### config.mk
export PLATFORM = sky130hd
export DESIGN_NAME = mem_arbiter
export DESIGN_NICKNAME = d
export VERILOG_FILES = /design/src/rtl/mem_pkg.sv /design/src/rtl/rr_arbiter2.sv /design/src/rtl/mem_arbiter.sv
export SDC_FILE = /design/constraint.sdc
export NUM_CORES = 1
export LEC_CHECK = 0
export CORE_AREA = 2 2 230 232
export CTS_CLUSTER_DIAMETER = 200
export DETAILED_ROUTE_END_ITERATION = 8
export DIE_AREA = 0 0 232 234
export HOLD_SLACK_MARGIN = 0.15
export SYNTH_ARGS = -nofsm -noshare
export SYNTH_HDL_FRONTEND = slang
export SYNTH_SLANG_ARGS = --single-unit
### constraint.sdc
create_clock -name clk -period 2.9 [get_ports clk]
set_input_delay 0.29 -clock clk [delete_from_list [all_inputs] [get_ports clk]]
set_output_delay 0.29 -clock clk [all_outputs]
set_load 0.02 [all_outputs]
### src/rtl/mem_pkg.sv
// Shared constants and types for the main-memory arbiter slice.
// The port indices match the bit positions of the rr_arbiter2 request vector.
package mem_pkg;

  localparam int DATA_WIDTH = 128;
  localparam int ADDR_WIDTH = 25;

  localparam int PORT_I = 0;
  localparam int PORT_D = 1;

  typedef enum logic [1:0] {
    IDLE  = 2'd0,
    ISSUE = 2'd1,
    BUSY  = 2'd2,
    DONE  = 2'd3
  } arb_state_t;

endpackage

### src/rtl/rr_arbiter2.sv
// Two-request round-robin grant: the grant is combinational, and the pointer is updated on a taken grant.
// No latency. The loser of a tie keeps its request up and wins the next arbitration.
module rr_arbiter2 (
  input  logic       clk,
  input  logic       reset,
  input  logic [1:0] req,
  input  logic       update,
  output logic       gnt_idx,
  output logic       any_req
);

  logic last_grant;

  always_comb begin
    gnt_idx = 1'b0;
    if (req == 2'b11) begin
      gnt_idx = ~last_grant;
    end else if (req[1]) begin
      gnt_idx = 1'b1;
    end
  end

  assign any_req = |req;

  // Reset to port 1 so that port 0 wins the first tie.
  always_ff @(posedge clk) begin
    if (reset) begin
      last_grant <= 1'b1;
    end else if (update) begin
      last_grant <= gnt_idx;
    end
  end

endmodule

### src/rtl/mem_arbiter.sv
// Arbiter that shares main memory between the icache fill path (port 0) and the dcache path (port 1). It sequences CS/OE/WE against mem_ready.
// Latency is grant + issue + memory busy + done. Requests are held until ack, and a request that arrives mid-transfer waits without preempting.
module mem_arbiter
  import mem_pkg::*;
#(
  parameter int Data_Width = DATA_WIDTH,
  parameter int Addr_Width = ADDR_WIDTH,
  parameter int Timeout    = 16,
  parameter int Tmo_Width  = 5
) (
  input  logic                  clk,
  input  logic                  reset,
  input  logic                  req0,
  input  logic [Addr_Width-1:0] addr0,
  input  logic                  req1,
  input  logic                  we1,
  input  logic [Addr_Width-1:0] addr1,
  input  logic [Data_Width-1:0] wdata1,
  output logic                  ack0,
  output logic                  ack1,
  output logic [Data_Width-1:0] rdata,
  output logic                  err,
  output logic                  mem_cs,
  output logic                  mem_oe,
  output logic                  mem_we,
  output logic [Addr_Width-1:0] mem_addr,
  output logic [Data_Width-1:0] mem_wdata,
  input  logic [Data_Width-1:0] mem_rdata,
  input  logic                  mem_ready
);

  arb_state_t            state, next_state;
  logic                  gnt_idx, any_req, grant;
  logic                  gnt_port, we_q, tmo_hit, finish, timed_out;
  logic [Data_Width-1:0] line_q;
  logic [Tmo_Width-1:0]  tmo_cnt;

  rr_arbiter2 u_rr (
    .clk     (clk),
    .reset   (reset),
    .req     ({req1, req0}),
    .update  (grant),
    .gnt_idx (gnt_idx),
    .any_req (any_req)
  );

  assign grant   = (state == IDLE) && mem_ready && any_req;
  assign tmo_hit = (tmo_cnt >= Tmo_Width'(Timeout - 1));

  always_ff @(posedge clk) begin
    if (reset) begin
      state <= IDLE;
    end else begin
      state <= next_state;
    end
  end

  always_comb begin
    next_state = state;
    finish     = 1'b0;
    timed_out  = 1'b0;
    case (state)
      IDLE: begin
        if (grant) next_state = ISSUE;
      end
      ISSUE: begin
        if (!mem_ready) begin
          next_state = BUSY;
        end else if (tmo_hit) begin
          next_state = DONE;
          finish     = 1'b1;
          timed_out  = 1'b1;
        end
      end
      BUSY: begin
        if (mem_ready || tmo_hit) begin
          next_state = DONE;
          finish     = 1'b1;
          timed_out  = ~mem_ready;
        end
      end
      DONE: next_state = IDLE;
      default: next_state = IDLE;
    endcase
  end

  // The strobe registers double as the latched address, write flag and write data of the granted request.
  always_ff @(posedge clk) begin
    if (reset) begin
      ack0      <= 1'b0;
      ack1      <= 1'b0;
      err       <= 1'b0;
      rdata     <= '0;
      mem_cs    <= 1'b0;
      mem_oe    <= 1'b0;
      mem_we    <= 1'b0;
      mem_addr  <= '0;
      mem_wdata <= '0;
      gnt_port  <= 1'b0;
      we_q      <= 1'b0;
      line_q    <= '0;
      tmo_cnt   <= '0;
    end else begin
      ack0  <= 1'b0;
      ack1  <= 1'b0;
      err   <= 1'b0;
      rdata <= '0;
      if (grant) begin
        gnt_port  <= gnt_idx;
        we_q      <= gnt_idx & we1;
        mem_cs    <= 1'b1;
        mem_we    <= gnt_idx & we1;
        mem_oe    <= ~(gnt_idx & we1);
        mem_addr  <= gnt_idx ? addr1 : addr0;
        mem_wdata <= gnt_idx ? wdata1 : '0;
        line_q    <= '0;
        tmo_cnt   <= '0;
      end else if (state == ISSUE || state == BUSY) begin
        if (tmo_cnt != Tmo_Width'(Timeout)) begin
          tmo_cnt <= tmo_cnt + 1'b1;
        end
        if (state == BUSY && !mem_ready && !we_q) begin
          line_q <= mem_rdata;
        end
        if (finish) begin
          mem_cs    <= 1'b0;
          mem_oe    <= 1'b0;
          mem_we    <= 1'b0;
          mem_addr  <= '0;
          mem_wdata <= '0;
          ack0      <= (gnt_port == 1'(PORT_I));
          ack1      <= (gnt_port == 1'(PORT_D));
          err       <= timed_out;
          rdata     <= we_q ? '0 : line_q;
        end
      end
    end
  end

endmodule

Word-level counts from Yosys, hierarchy flattened
Cells that the tools add are included.

Reductions and logical operators: 19. $add $sub $neg: 1. Multiplexer cells: 26. Magnitude comparators: 1. Bitwise logic cells: 7. Eq/ne operators: 8.

Operators by type and width (number): 128-bit 2-to-1 mux (4); 25-bit 2-to-1 mux (4); 1-bit 2-to-1 mux (11); 2-bit 2-to-1 mux (4); 2-bit case mux with 4 select lines (1); 2-bit equality test, second input constant (3); 1-bit NOT (6); 2-bit AND reduction (3); 5-bit by 1-bit adder with 5-bit output, second input constant (1); 5-bit by 4-bit >= comparator with 1-bit output, second input constant (1); 5-bit inequality test, second input constant (1); 5-bit OR reduction (1); 1-bit logical AND (4); 2-bit inequality test, second input constant (2); 1-bit case mux with 2 select lines (2); 2-bit nonzero test (2); 2-bit OR reduction (2); 4-bit OR reduction (1); 3-bit inequality test, second input constant (1); 3-bit AND reduction (1); 2-bit by 1-bit equality test with 1-bit output, second input constant (1); 1-bit logical NOT (2); 2-bit logical NOT (1); 1-bit logical OR (2); 1-bit bitwise AND (1).

Bits of input ports: 312. Register bits after elaboration: 425. Output and inout bits: 287. Logic and storage cells: 77.

Logic depth before layout (Yosys ltp)
Word-level depth: 7. Gate-level depth with buffers: 9. Gate-level depth less buffers: 7.

By module
A second synthesis with hierarchy kept.

Cell total of the unflattened synthesis: 1285. Area, all modules: 13550.5 µm².

Modules (own cells, without submodules): mem_arbiter (cells each 1280, area an instance 13501.7 µm², seq. area each 8488.1 µm², times used 1); rr_arbiter2 (cells each 5, area an instance 48.8 µm², seq. area each 20.0 µm², times used 1).

Worst setup path before layout
No wires, ideal clock.

Kind: reg-to-reg. From: register state[1]. To: register mem_wdata[124]. Cell stages (with the launch flop): 10. Path slack: 0.931 ns. Arrival time: 1.852 ns. Buffers on the path: 3. Clock period less this slack: 1.969 ns. Data required time: 2.783 ns. Library setup time: 0.117 ns. Path through: dfxtp_1 inv_1 ha_1 clkbuf_1 inv_1 a211oi_1 a311oi_2 buf_4 buf_6 a22o_1.

Longest elaborated chain between the ends: 5. Elaborated cells on any way between the ends: 11. Those cells by class: eq/ne (2); mux (2); reduce/logical (7).

RTL lines: start: declaration (line mem_arbiter.sv:32) `arb_state_t state, next_state;`; start signal: assignment (line mem_arbiter.sv:54) `state <= next_state;`; branches (longest 5 deep; another with 2-bit equality test); end signal: assignment (line mem_arbiter.sv:115) `mem_wdata <= gnt_idx ? wdata1 : '0;`; end: declaration (line mem_arbiter.sv:27) `output logic [Data_Width-1:0] mem_wdata,`.

Parallel ways; which one is timed is not known. A chain may end at the register's enable or synchronous reset.

Final worst setup path
From: register state[0]. To: register mem_wdata[98].

Same word-level chain as after synthesis.

==> flow_summary.yaml <==
clock_network:
  numCtsBuffers: 45
  ctsLongestPathBuffers: 3
  hold_buffers: 0
  cts_root_buf: "clkbuf_16"
  cts-resized-gates: 0
  clkLatencyLatePin_ns: 0.56
  cts.htree.levels: 2
  clk_pin_slew_ns: 0.06
  clkSinkCount: 425
  cts_tree: "built"
route:
  drtIter0Drc: 533
  route.detailed.drc: 0
  vias: 11400
  final_antenna_net_count: 0
  wl_per_cell_um: 18.1
  detail_route.vias_per_cell: 4.36
  finalWirelength_um: 47300
  first_pass_iters: 6
global_route:
  grt_max_degree: 84
  grtUsageTotal: 0.166
  grt_pass1_vias: 11500
  grt.overflow.total: 0
  grt_antenna_before_repair: 15
  grt_pass1_wl_um: 68900
final_layout:
  seq_area_mm2: 0.00851
  multi_input_area_mm2: 0.00455
  final_common_cell: "clkdlybuf4s50_1"
  fill_cells: 5040
  area_growth_pct: 62.3
  final_cell_mix: "598 x clkdlybuf4s50_1, 425 x dfxtp_1, 266 x nand2_1, 132 x a21oi_1, 129 x and2_1"
  final_util: 0.422
  final_cells: 2612
  nets: 2197
  drive_above_1_share: 0.0643
synthesis:
  syn_area_mm2: 0.0135
  avgSynthCellArea_um2: 10.5
  synthTopCellsByArea: "dfxtp_1 63%, a22o_1 8.3%, nand2_1 7.4%"
  ys_seq_area_frac: 0.628
  netlist_instances: 1287
  synth_top_area_share: 0.628
  yosysTopAreaCell: "dfxtp_1"
  ys_warn_count: 0
  yosysUniqueCellTypes: 45
  synth_fp_nets: 1606
  synth_flop_cell: "dfxtp_1"
  async_flop_share: 0
  ys_seq_elements: 425
  synth_edf_count: 0
timing:
  rsz0062_at_grt: "false"
  fmax_mhz: 403
  setup_viol: 0
  fin_skew_ns: 0.0178
  finalHoldViolCount: 0
  drv_slew: 0
  period_minus_slack_ns: 2.48
  max-slew-margin-rel: 0.386
  fin_ws_ns: 0.416
  tightest_slew_ns: 0.922
  final.setup.tns_ns: 0
  fin_crit_sh: 0.857
placed_design:
  portBuffers: 598
  routabilityCongestion: 0.817
  dp_cells: 2514
  pre_cts_ws_ns: -0.0247
  dp_hpwl_um: 34700
min_path:
  min_to: "line_q[38]$_SDFFE_PP0P_"
  min_path_type: "in -> reg"
  hold_depth: 3
  hp-start: "mem_rdata[38]"
power:
  p_leak_uw: 0.00800
  finalPower_uw: 14900
  vdd_drop_max_uv: 389
  power.density_mw_per_mm2: 676
run_status:
  status: "finished, final reports clean"
setup_path:
  cp_max_fo: 12
  r2r-start: "state[0]$_SDFFE_PP0P_"
  critPathCaptureType: "flip-flop"
  cp_common_cell: "buf_4"
  critPathMaxStageDelay_ns: 0.63
  critPathTopFamily: "compound AO/OA/AOI/OAI gates"
  crit_type: "reg -> reg"
  r2r_cells: 9
  crit_path_top_delay_cell: "a211oi_1"
  critPathRequiredTime_ns: 3.34
  reg2reg_to: "mem_wdata[98]$_SDFFE_PP0P_"
  critical_path.startpoint_type: "flip-flop"
  arrival_ns: 2.92
  rrSetupSlack_ns: 0.42
  worstPathCellList: "inv_1, ha_1, a21oi_1, a211oi_1, a311oi_4, buf_4, buf_4, buf_4, a22o_1"
  path_buf_inv: 4
die:
  start_util: 0.260
  core_mm2: 0.0520
  die_w_um: 232
  fp.dieH_um: 234
  pin_count: 599
  row_count: 84
  fp.dieArea_mm2: 0.0543
job:
  drv_cap: 0
## layout make-up
type / instances / area share
repair buffers: 637 / 0.290
clock buffers: 61 / 0.0586
well taps: 688 / 0.0392
diodes: 12 / 0.00137
clock inverters: 20 / 0.0147
multi-input cells: 760 / 0.207
flip-flops and latches: 425 / 0.387
inverters: 9 / 0.00154
## how the worst max path moves through the flow
stage / start / endpoint / slack (ns) / depth (start not counted)
after floorplan: state[1]$_SDFFE_PP0P_ / mem_wdata[124]$_SDFFE_PP0P_ / 0.93 / 9
after global placement: tmo_cnt[0]$_SDFFE_PP0P_ / mem_wdata[54]$_SDFFE_PP0P_ / 0.08 / 8
after detailed placement: tmo_cnt[0]$_SDFFE_PP0P_ / mem_wdata[57]$_SDFFE_PP0P_ / -0.02 / 8
after CTS: tmo_cnt[0]$_SDFFE_PP0P_ / mem_wdata[57]$_SDFFE_PP0P_ / 0.14 / 8
after global routing: tmo_cnt[0]$_SDFFE_PP0P_ / mem_wdata[117]$_SDFFE_PP0P_ / 0.32 / 10
final: state[0]$_SDFFE_PP0P_ / mem_wdata[98]$_SDFFE_PP0P_ / 0.42 / 9
## metrics by stage
step	hold WS, ns	instance area [µm²]
2_1_floorplan	0.359	13500
3_3_place_gp	0.398	20300
3_5_place_dp	0.400	20300
4_1_cts	0.225	21900
5_1_grt	0.252	22000
6_report	0.278	22000
## metal layers
| metal | track usage | up-vias | routed length, µm |
|---|---|---|---|
| li1 | - | 5554 | - |
| met4 | 0.0573 | 0 | 1700 |
| met2 | 0.297 | 399 | 23700 |
| met1 | 0.181 | 5341 | 18100 |
| met5 | 0 | - | 0 |
| met3 | 0.0576 | 87 | 3820 |
## flip-flops by register name, indices dropped and copies added, names as in the netlist
name	cells
ack0	1
ack1	1
err	1
gnt_port	1
line_q	128
mem_addr	25
mem_cs	1
mem_oe	1
mem_wdata	128
mem_we	1
rdata	128
state	2
tmo_cnt	5
u_rr.last_grant	1
we_q	1
## power breakdown
| group | internal (µW) | switching [µW] | leakage [µW] |
|---|---|---|---|
| clock | 3830 | 2390 | 0.000789 |
| sequential | 6110 | 159 | 0.00343 |
| combinational | 1110 | 1250 | 0.00378 |
| total | 11100 | 3800 | 0.00800 |
## synthesized netlist by cell type, types with 8 or more instances
library cell  count
buf_6            10
nand2_1         266
inv_1             8
mux2i_1          27
clkbuf_1         28
and2_1          129
a21oi_1         132
buf_2            37
o2bb2ai_1        26
clkbuf_2         11
dfxtp_1         425
a22o_1          128
## cells by family after synthesis
family | Yosys count | share of synthesized area
AO/OA/AOI/OAI | 307 | 0.162
multiplexers | 27 | 0.0200
AND/OR/NAND/NOR | 415 | 0.142
flip-flops | 425 | 0.628
XOR/XNOR | 3 | 0.00194
buffers and inverters | 103 | 0.0399
adder cells (fa/ha/maj) | 7 | 0.00647
## worst min-delay path: stages
cell             delay, ns
clkdlybuf4s50_1       0.39
nand2_1               0.06
a21oi_1               0.05
## repair_timing
action | in CTS | in global routing
pin swaps | 1 | 1
gates cloned | 1 | 0
endpoints found under the setup margin | 63 | 81
buffers inserted | 0 | 4
(Power assumes the default switching activity.)
